## src/rtl/lsu_pkg.sv

```systemverilog
// Shared encodings for the load/store unit: access sizes, FSM states and lane constants.
package lsu_pkg;

    localparam logic [1:0] SZ_BYTE = 2'b00;
    localparam logic [1:0] SZ_HALF = 2'b01;
    localparam logic [1:0] SZ_WORD = 2'b10;

    typedef enum logic [1:0] {
        ST_IDLE,
        ST_REQ,
        ST_WAIT,
        ST_DONE
    } lsu_state_t;

    // Byte offset to bit shift: offset * 8.
    localparam int unsigned LANE_SHIFT = 3;

    localparam logic [3:0] BE_BYTE    = 4'b0001;
    localparam logic [3:0] BE_HALF_LO = 4'b0011;
    localparam logic [3:0] BE_HALF_HI = 4'b1100;
    localparam logic [3:0] BE_WORD    = 4'b1111;

endpackage

```

## src/rtl/lsu_align.sv

```systemverilog
// Lane steering for the load/store unit: store byte enables and data replication,
// load lane extraction with sign/zero extension, and alignment checking.
module lsu_align
    import lsu_pkg::*;
(
    input  logic [1:0]  addr_lo,
    input  logic [1:0]  size,
    input  logic        load_unsigned,
    input  logic [31:0] wdata,
    input  logic [31:0] raw_rdata,
    output logic [3:0]  be,
    output logic [31:0] wdata_rep,
    output logic [31:0] load_data,
    output logic        misaligned
);

    logic [31:0] lane;

    always_comb begin
        lane       = raw_rdata >> (5'(addr_lo) << LANE_SHIFT);
        be         = '0;
        wdata_rep  = wdata;
        load_data  = lane;
        misaligned = 1'b0;
        case (size)
            SZ_BYTE: begin
                be        = BE_BYTE << addr_lo;
                wdata_rep = {4{wdata[7:0]}};
                load_data = {{24{lane[7] & ~load_unsigned}}, lane[7:0]};
            end
            SZ_HALF: begin
                be         = addr_lo[1] ? BE_HALF_HI : BE_HALF_LO;
                wdata_rep  = {2{wdata[15:0]}};
                load_data  = {{16{lane[15] & ~load_unsigned}}, lane[15:0]};
                misaligned = addr_lo[0];
            end
            SZ_WORD: begin
                be         = BE_WORD;
                misaligned = |addr_lo;
            end
            default: misaligned = 1'b1;
        endcase
    end

endmodule

```

## src/rtl/load_store_unit.sv

```systemverilog
// Multi-cycle load/store unit: drives a req/gnt/rvalid data bus from the ALU address,
// stalling the core until the access completes, times out, or is rejected.
module load_store_unit
    import lsu_pkg::*;
#(
    parameter int unsigned TIMEOUT = 256,
    parameter int unsigned TO_W    = 9
) (
    input  logic        clk,
    input  logic        rst_n,
    input  logic        mem_read,
    input  logic        mem_write,
    input  logic [31:0] addr,
    input  logic [31:0] wdata,
    input  logic [1:0]  size,
    input  logic        load_unsigned,
    output logic        stall,
    output logic [31:0] rdata,
    output logic        err,
    output logic        bus_req,
    output logic        bus_we,
    output logic [31:0] bus_addr,
    output logic [3:0]  bus_be,
    output logic [31:0] bus_wdata,
    input  logic        bus_gnt,
    input  logic        bus_rvalid,
    input  logic [31:0] bus_rdata,
    input  logic        bus_err
);

    lsu_state_t      state;
    logic [TO_W-1:0] cnt;
    logic            we_q;
    logic [1:0]      addr_lo_q;
    logic [1:0]      size_q;
    logic            uns_q;

    logic            access;
    logic            illegal;
    logic [1:0]      al_addr;
    logic [1:0]      al_size;
    logic            al_uns;
    logic [3:0]      al_be;
    logic [31:0]     al_wdata;
    logic [31:0]     al_load;
    logic            al_misaligned;

    // One aligner serves both phases: live core inputs in IDLE, latched attributes afterwards.
    assign al_addr = (state == ST_IDLE) ? addr[1:0]     : addr_lo_q;
    assign al_size = (state == ST_IDLE) ? size          : size_q;
    assign al_uns  = (state == ST_IDLE) ? load_unsigned : uns_q;

    lsu_align u_align (
        .addr_lo       (al_addr),
        .size          (al_size),
        .load_unsigned (al_uns),
        .wdata         (wdata),
        .raw_rdata     (bus_rdata),
        .be            (al_be),
        .wdata_rep     (al_wdata),
        .load_data     (al_load),
        .misaligned    (al_misaligned)
    );

    assign access  = mem_read | mem_write;
    assign illegal = al_misaligned | (mem_read & mem_write);
    assign stall   = ((state == ST_IDLE) & access & ~illegal)
                   | (state == ST_REQ) | (state == ST_WAIT);

    always_ff @(posedge clk or negedge rst_n) begin
        if (!rst_n) begin
            state     <= ST_IDLE;
            cnt       <= '0;
            we_q      <= 1'b0;
            addr_lo_q <= '0;
            size_q    <= '0;
            uns_q     <= 1'b0;
            rdata     <= '0;
            err       <= 1'b0;
            bus_req   <= 1'b0;
            bus_we    <= 1'b0;
            bus_addr  <= '0;
            bus_be    <= '0;
            bus_wdata <= '0;
        end else begin
            err <= 1'b0;
            case (state)
                ST_IDLE: begin
                    if (access) begin
                        if (illegal) begin
                            err <= 1'b1;
                        end else begin
                            we_q      <= mem_write;
                            addr_lo_q <= addr[1:0];
                            size_q    <= size;
                            uns_q     <= load_unsigned;
                            bus_req   <= 1'b1;
                            bus_we    <= mem_write;
                            bus_addr  <= {addr[31:2], 2'b00};
                            bus_be    <= al_be;
                            bus_wdata <= al_wdata;
                            state     <= ST_REQ;
                        end
                    end
                end
                ST_REQ: begin
                    if (bus_gnt) begin
                        bus_req <= 1'b0;
                        cnt     <= '0;
                        state   <= ST_WAIT;
                    end
                end
                ST_WAIT: begin
                    cnt <= cnt + 1'b1;
                    if (bus_rvalid) begin
                        err   <= bus_err;
                        rdata <= (bus_err | we_q) ? '0 : al_load;
                        state <= ST_DONE;
                    end else if ((TIMEOUT != 0) && (cnt == TO_W'(TIMEOUT - 1))) begin
                        err   <= 1'b1;
                        rdata <= '0;
                        state <= ST_DONE;
                    end
                end
                ST_DONE: state <= ST_IDLE;
                default: state <= ST_IDLE;
            endcase
        end
    end

endmodule
```

## config.mk

```make
export PLATFORM = sky130hd
export DESIGN_NAME = load_store_unit
export DESIGN_NICKNAME = d
export VERILOG_FILES = /design/src/rtl/lsu_pkg.sv /design/src/rtl/lsu_align.sv /design/src/rtl/load_store_unit.sv
export SDC_FILE = /design/constraint.sdc
export NUM_CORES = 1
export LEC_CHECK = 0
export CAP_MARGIN = 20
export CORE_MARGIN = 1.5
export CORE_UTILIZATION = 49
export CTS_CLUSTER_SIZE = 10
export DETAILED_ROUTE_END_ITERATION = 10
export GPL_ROUTABILITY_DRIVEN = 1
export PLACE_DENSITY = 0.95
export SLEW_MARGIN = 20
export SYNTH_ARGS = -nofsm -noshare
export SYNTH_HDL_FRONTEND = slang
export SYNTH_SLANG_ARGS = --single-unit
export TNS_END_PERCENT = 5
```

## constraint.sdc

```tcl
create_clock -name clk -period 4.55 [get_ports clk]
set_input_delay 0.6825 -clock clk [delete_from_list [all_inputs] [get_ports clk]]
set_output_delay 0.6825 -clock clk [all_outputs]
set_load 0.01 [all_outputs]
```

==> metrics.txt <==
Rel. slew slack=between 40% and 50%; Die Wd=about 110 µm; Critical Path Fanout Max=19; Leakage Power=3.892 nW; Cell variety after synth=51; average routed wire per standard cell=17.29 µm; first-pass GRT wire length=~28,000 µm; GRT Overall Usage=between 20% and 30%; Crit path largest cell delay=0.54 ns; chip height=111.7 µm; RSZ-0062 raised after global routing=false; Layout fillers=approximately 780; H-tree depth=4; Post-DP Area=slightly below 0.008 mm²; layout cells sized above 1=7.360%; fmax=between 0.2 and 0.3 GHz; synth top area cells=dfrtp_1, nand2_1, mux2i_1; Non-Filler Instances=around 1,000; diode count=0; initial antenna violation count=0; Critical Path AT=3.10 ns; status=finished, final reports clean; core area=roughly 0.011 mm²; detailed-route vias per instance=between 5 and 6; max cap viols=0; hold buffers post-CTS=0; Post-CTS Resized=0; DP Worst Slack=0.9306 ns; CP top delay family=buffers and inverters; ys flop type=dfrtp_1; DRC=0; routed via count=5,570; fin area=approximately 0.0085 mm²; Layout area overhead=46.82%; #FFs+latches synth=117; root buf cell=clkbuf_16; Yosys top cell area share=between 50% and 60%; io pins=210; Post-synth EDFFs=0; pin count of the biggest net entering global routing=86; Cell Area, Synth=slightly below 0.006 mm²; post-CTS setup buffer count=0; CP startpoint kind=flop; worst-case clock buffer depth=2; Synth async-reset ratio=100.0%; syn_area_per_cell=8.909 µm²; Reg2Reg Setup Slack=approximately 1.2 ns; Clock Skews=~0.009 ns; later-pin clock latency in the skew report=between 0.4 and 0.5 ns; Slowest-stage cell, CP=mux2_2; CP bufs+invs=2; vias in the first global route=5,539; post-route setup slack=0.7660 ns; worst min-delay path class=input port to async pin; Hold Violations, Final=0; utilization after layout=74.14%; pwr dens=about 740 mW/mm²; Yosys top cell by area=dfrtp_1; clock slew at reported path FFs=roughly 0.060 ns; # setup viols final=0; VDD IR-drop max=0.3828 mV; Die Area=about 0.012 mm²; DRT iter0 DRCs=roughly 390; Yosys Warn Count=0; register area share after synthesis=between 50% and 60%; WL final=17,270 µm; Crit Path Class=flop to output pin; Port Buffers=207; DP HPWL=about 12,000 µm; Final nets=between 900 and 1k; starting density of the core=between 50% and 60%; crit end category=output pin; Worst Tran Pin Value=approximately 0.83 ns; num rows=39; post-layout min period=about 3.8 ns; Num CTS Buffers=17; GRT overflow=0; fin. max-slew vios=0; worst path required time=about 3.9 ns; Inst Count DP=967; Fin Setup TNS=0 ns; Routed Antenna Nets=0; Final Total Pwr=6.301 mW; Pre-antenna DRT Iters=5; Hold WS=approximately 0.29 ns; worst path cell trace=inv_1 -> ha_1 -> mux2_2 -> nor3_2 -> o211a_2 -> or3_1 -> clkdlybuf4s50_1; Mapped Cells=650; GPL Wtd Cong=0.8638; CTS tree=built; part of the cycle the worst path needs=between 80 and 90%; Sink Count=around 120
==> cells in the mapped netlist, types with 2 or more instances <==
| library cell | count |
|---|---|
| o31ai_1 | 10 |
| a21o_1 | 3 |
| and3_1 | 2 |
| buf_4 | 3 |
| mux2i_4 | 3 |
| buf_6 | 3 |
| o21ai_1 | 3 |
| a31oi_1 | 8 |
| nor2_1 | 24 |
| a32o_1 | 9 |
| inv_1 | 7 |
| mux2_2 | 6 |
| nand2b_1 | 2 |
| o31ai_4 | 2 |
| clkbuf_1 | 18 |
| a22o_1 | 8 |
| buf_2 | 18 |
| a222oi_1 | 2 |
| nor2b_1 | 2 |
| dfrtp_1 | 117 |
| a221oi_1 | 7 |
| mux2i_1 | 25 |
| ha_1 | 5 |
| nand2_1 | 246 |
| o21ai_0 | 46 |
| nand3_1 | 11 |
| a21oi_1 | 33 |
| nor3_1 | 4 |
==> worst reg2reg max path, stage by stage (launching register included) <==
cell and delay, ns:
dfrtp_1 0.39, inv_1 0.09, ha_1 0.48, buf_4 0.29, mux2i_2 0.74, nand2_4 0.27, nor2_2 0.49, a211oi_4 0.25
o31ai_1 0.30
==> metal layers <==
layer  vias to the layer above  routed length (µm)  GRT usage, %
met5                         -                   0             0
met2                       314                8387         46.71
met1                      2611                6827         35.47
met4                         0                 566         13.16
met3                        44                1492         8.329
li1                       2601                   -             -
==> where the power goes <==
part	total, mW	internal (mW)	switching [mW]
Combinational	3.15	1.46	1.69
Clock	1.37	0.867	0.507
Sequential	1.78	1.50	0.282
Total	6.30	3.82	2.48
==> state kept, by name, indices dropped and copies added, names as in the netlist <==
| register | cells |
|---|---|
| cnt | 9 |
| size_q | 2 |
| we_q | 1 |
| bus_be | 4 |
| rdata | 32 |
| state | 2 |
| addr_lo_q | 2 |
| bus_wdata | 32 |
| uns_q | 1 |
| bus_req | 1 |
| bus_addr | 30 |
| err | 1 |
==> placed cells by master, fill, tap and decap left out, types with 9 or more instances in the layout <==
cell	count
clkdlybuf4s50_1	206
nor2_1	24
buf_4	10
a21oi_1	33
nand2_1	246
o31ai_1	10
dfrtp_1	117
o21ai_0	46
nand3_1	11
mux2i_1	25
a32o_1	9
clkbuf_16	17
==> final timing paths <==
check | startpoint | to | cells after the start
max in group asynchronous | rst_n | bus_addr[5]$_DFFE_PN0P_ | 2
hold reg to reg | bus_addr[20]$_DFFE_PN0P_ | bus_addr[20]$_DFFE_PN0P_ | 2
setup reg to reg | state[0]$_DFFE_PN0P_ | rdata[27]$_DFFE_PN0P_ | 8
setup / recovery | state[0]$_DFFE_PN0P_ | stall | 7
min in group clk | bus_addr[20]$_DFFE_PN0P_ | bus_addr[20]$_DFFE_PN0P_ | 2
hold / removal | rst_n | bus_addr[23]$_DFFE_PN0P_ | 1
==> kinds of logic (layout without fill, tap and decap cells) <==
group | Yosys count | after routing | synth area share [%]
AOI/OAI and AO/OA | 139 | 139 | 16.05
DFF | 117 | 117 | 50.56
buffers and inverters | 50 | 255 | 4.213
muxes | 35 | 35 | 6.893
xor gates and xnor gates | 1 | 1 | 0.1513
and+or+nand+nor | 302 | 302 | 20.98
adders and majority gates | 5 | 5 | 1.080
other | 1 | 2 | 0.06476
==> area by class of cell <==
cell class	count	area [µm²]	share of cell area, %
Clock inverter	14	176.4	2.075
Multi-Input combinational cell	484	2626	30.89
Timing Repair Buffer	216	2137	25.14
Tap cell	143	178.9	2.104
Clock buffer	18	429.2	5.048
Sequential cell	117	2928	34.44
Inverter	7	26.28	0.3091
Power figures use the tool's default switching activity.
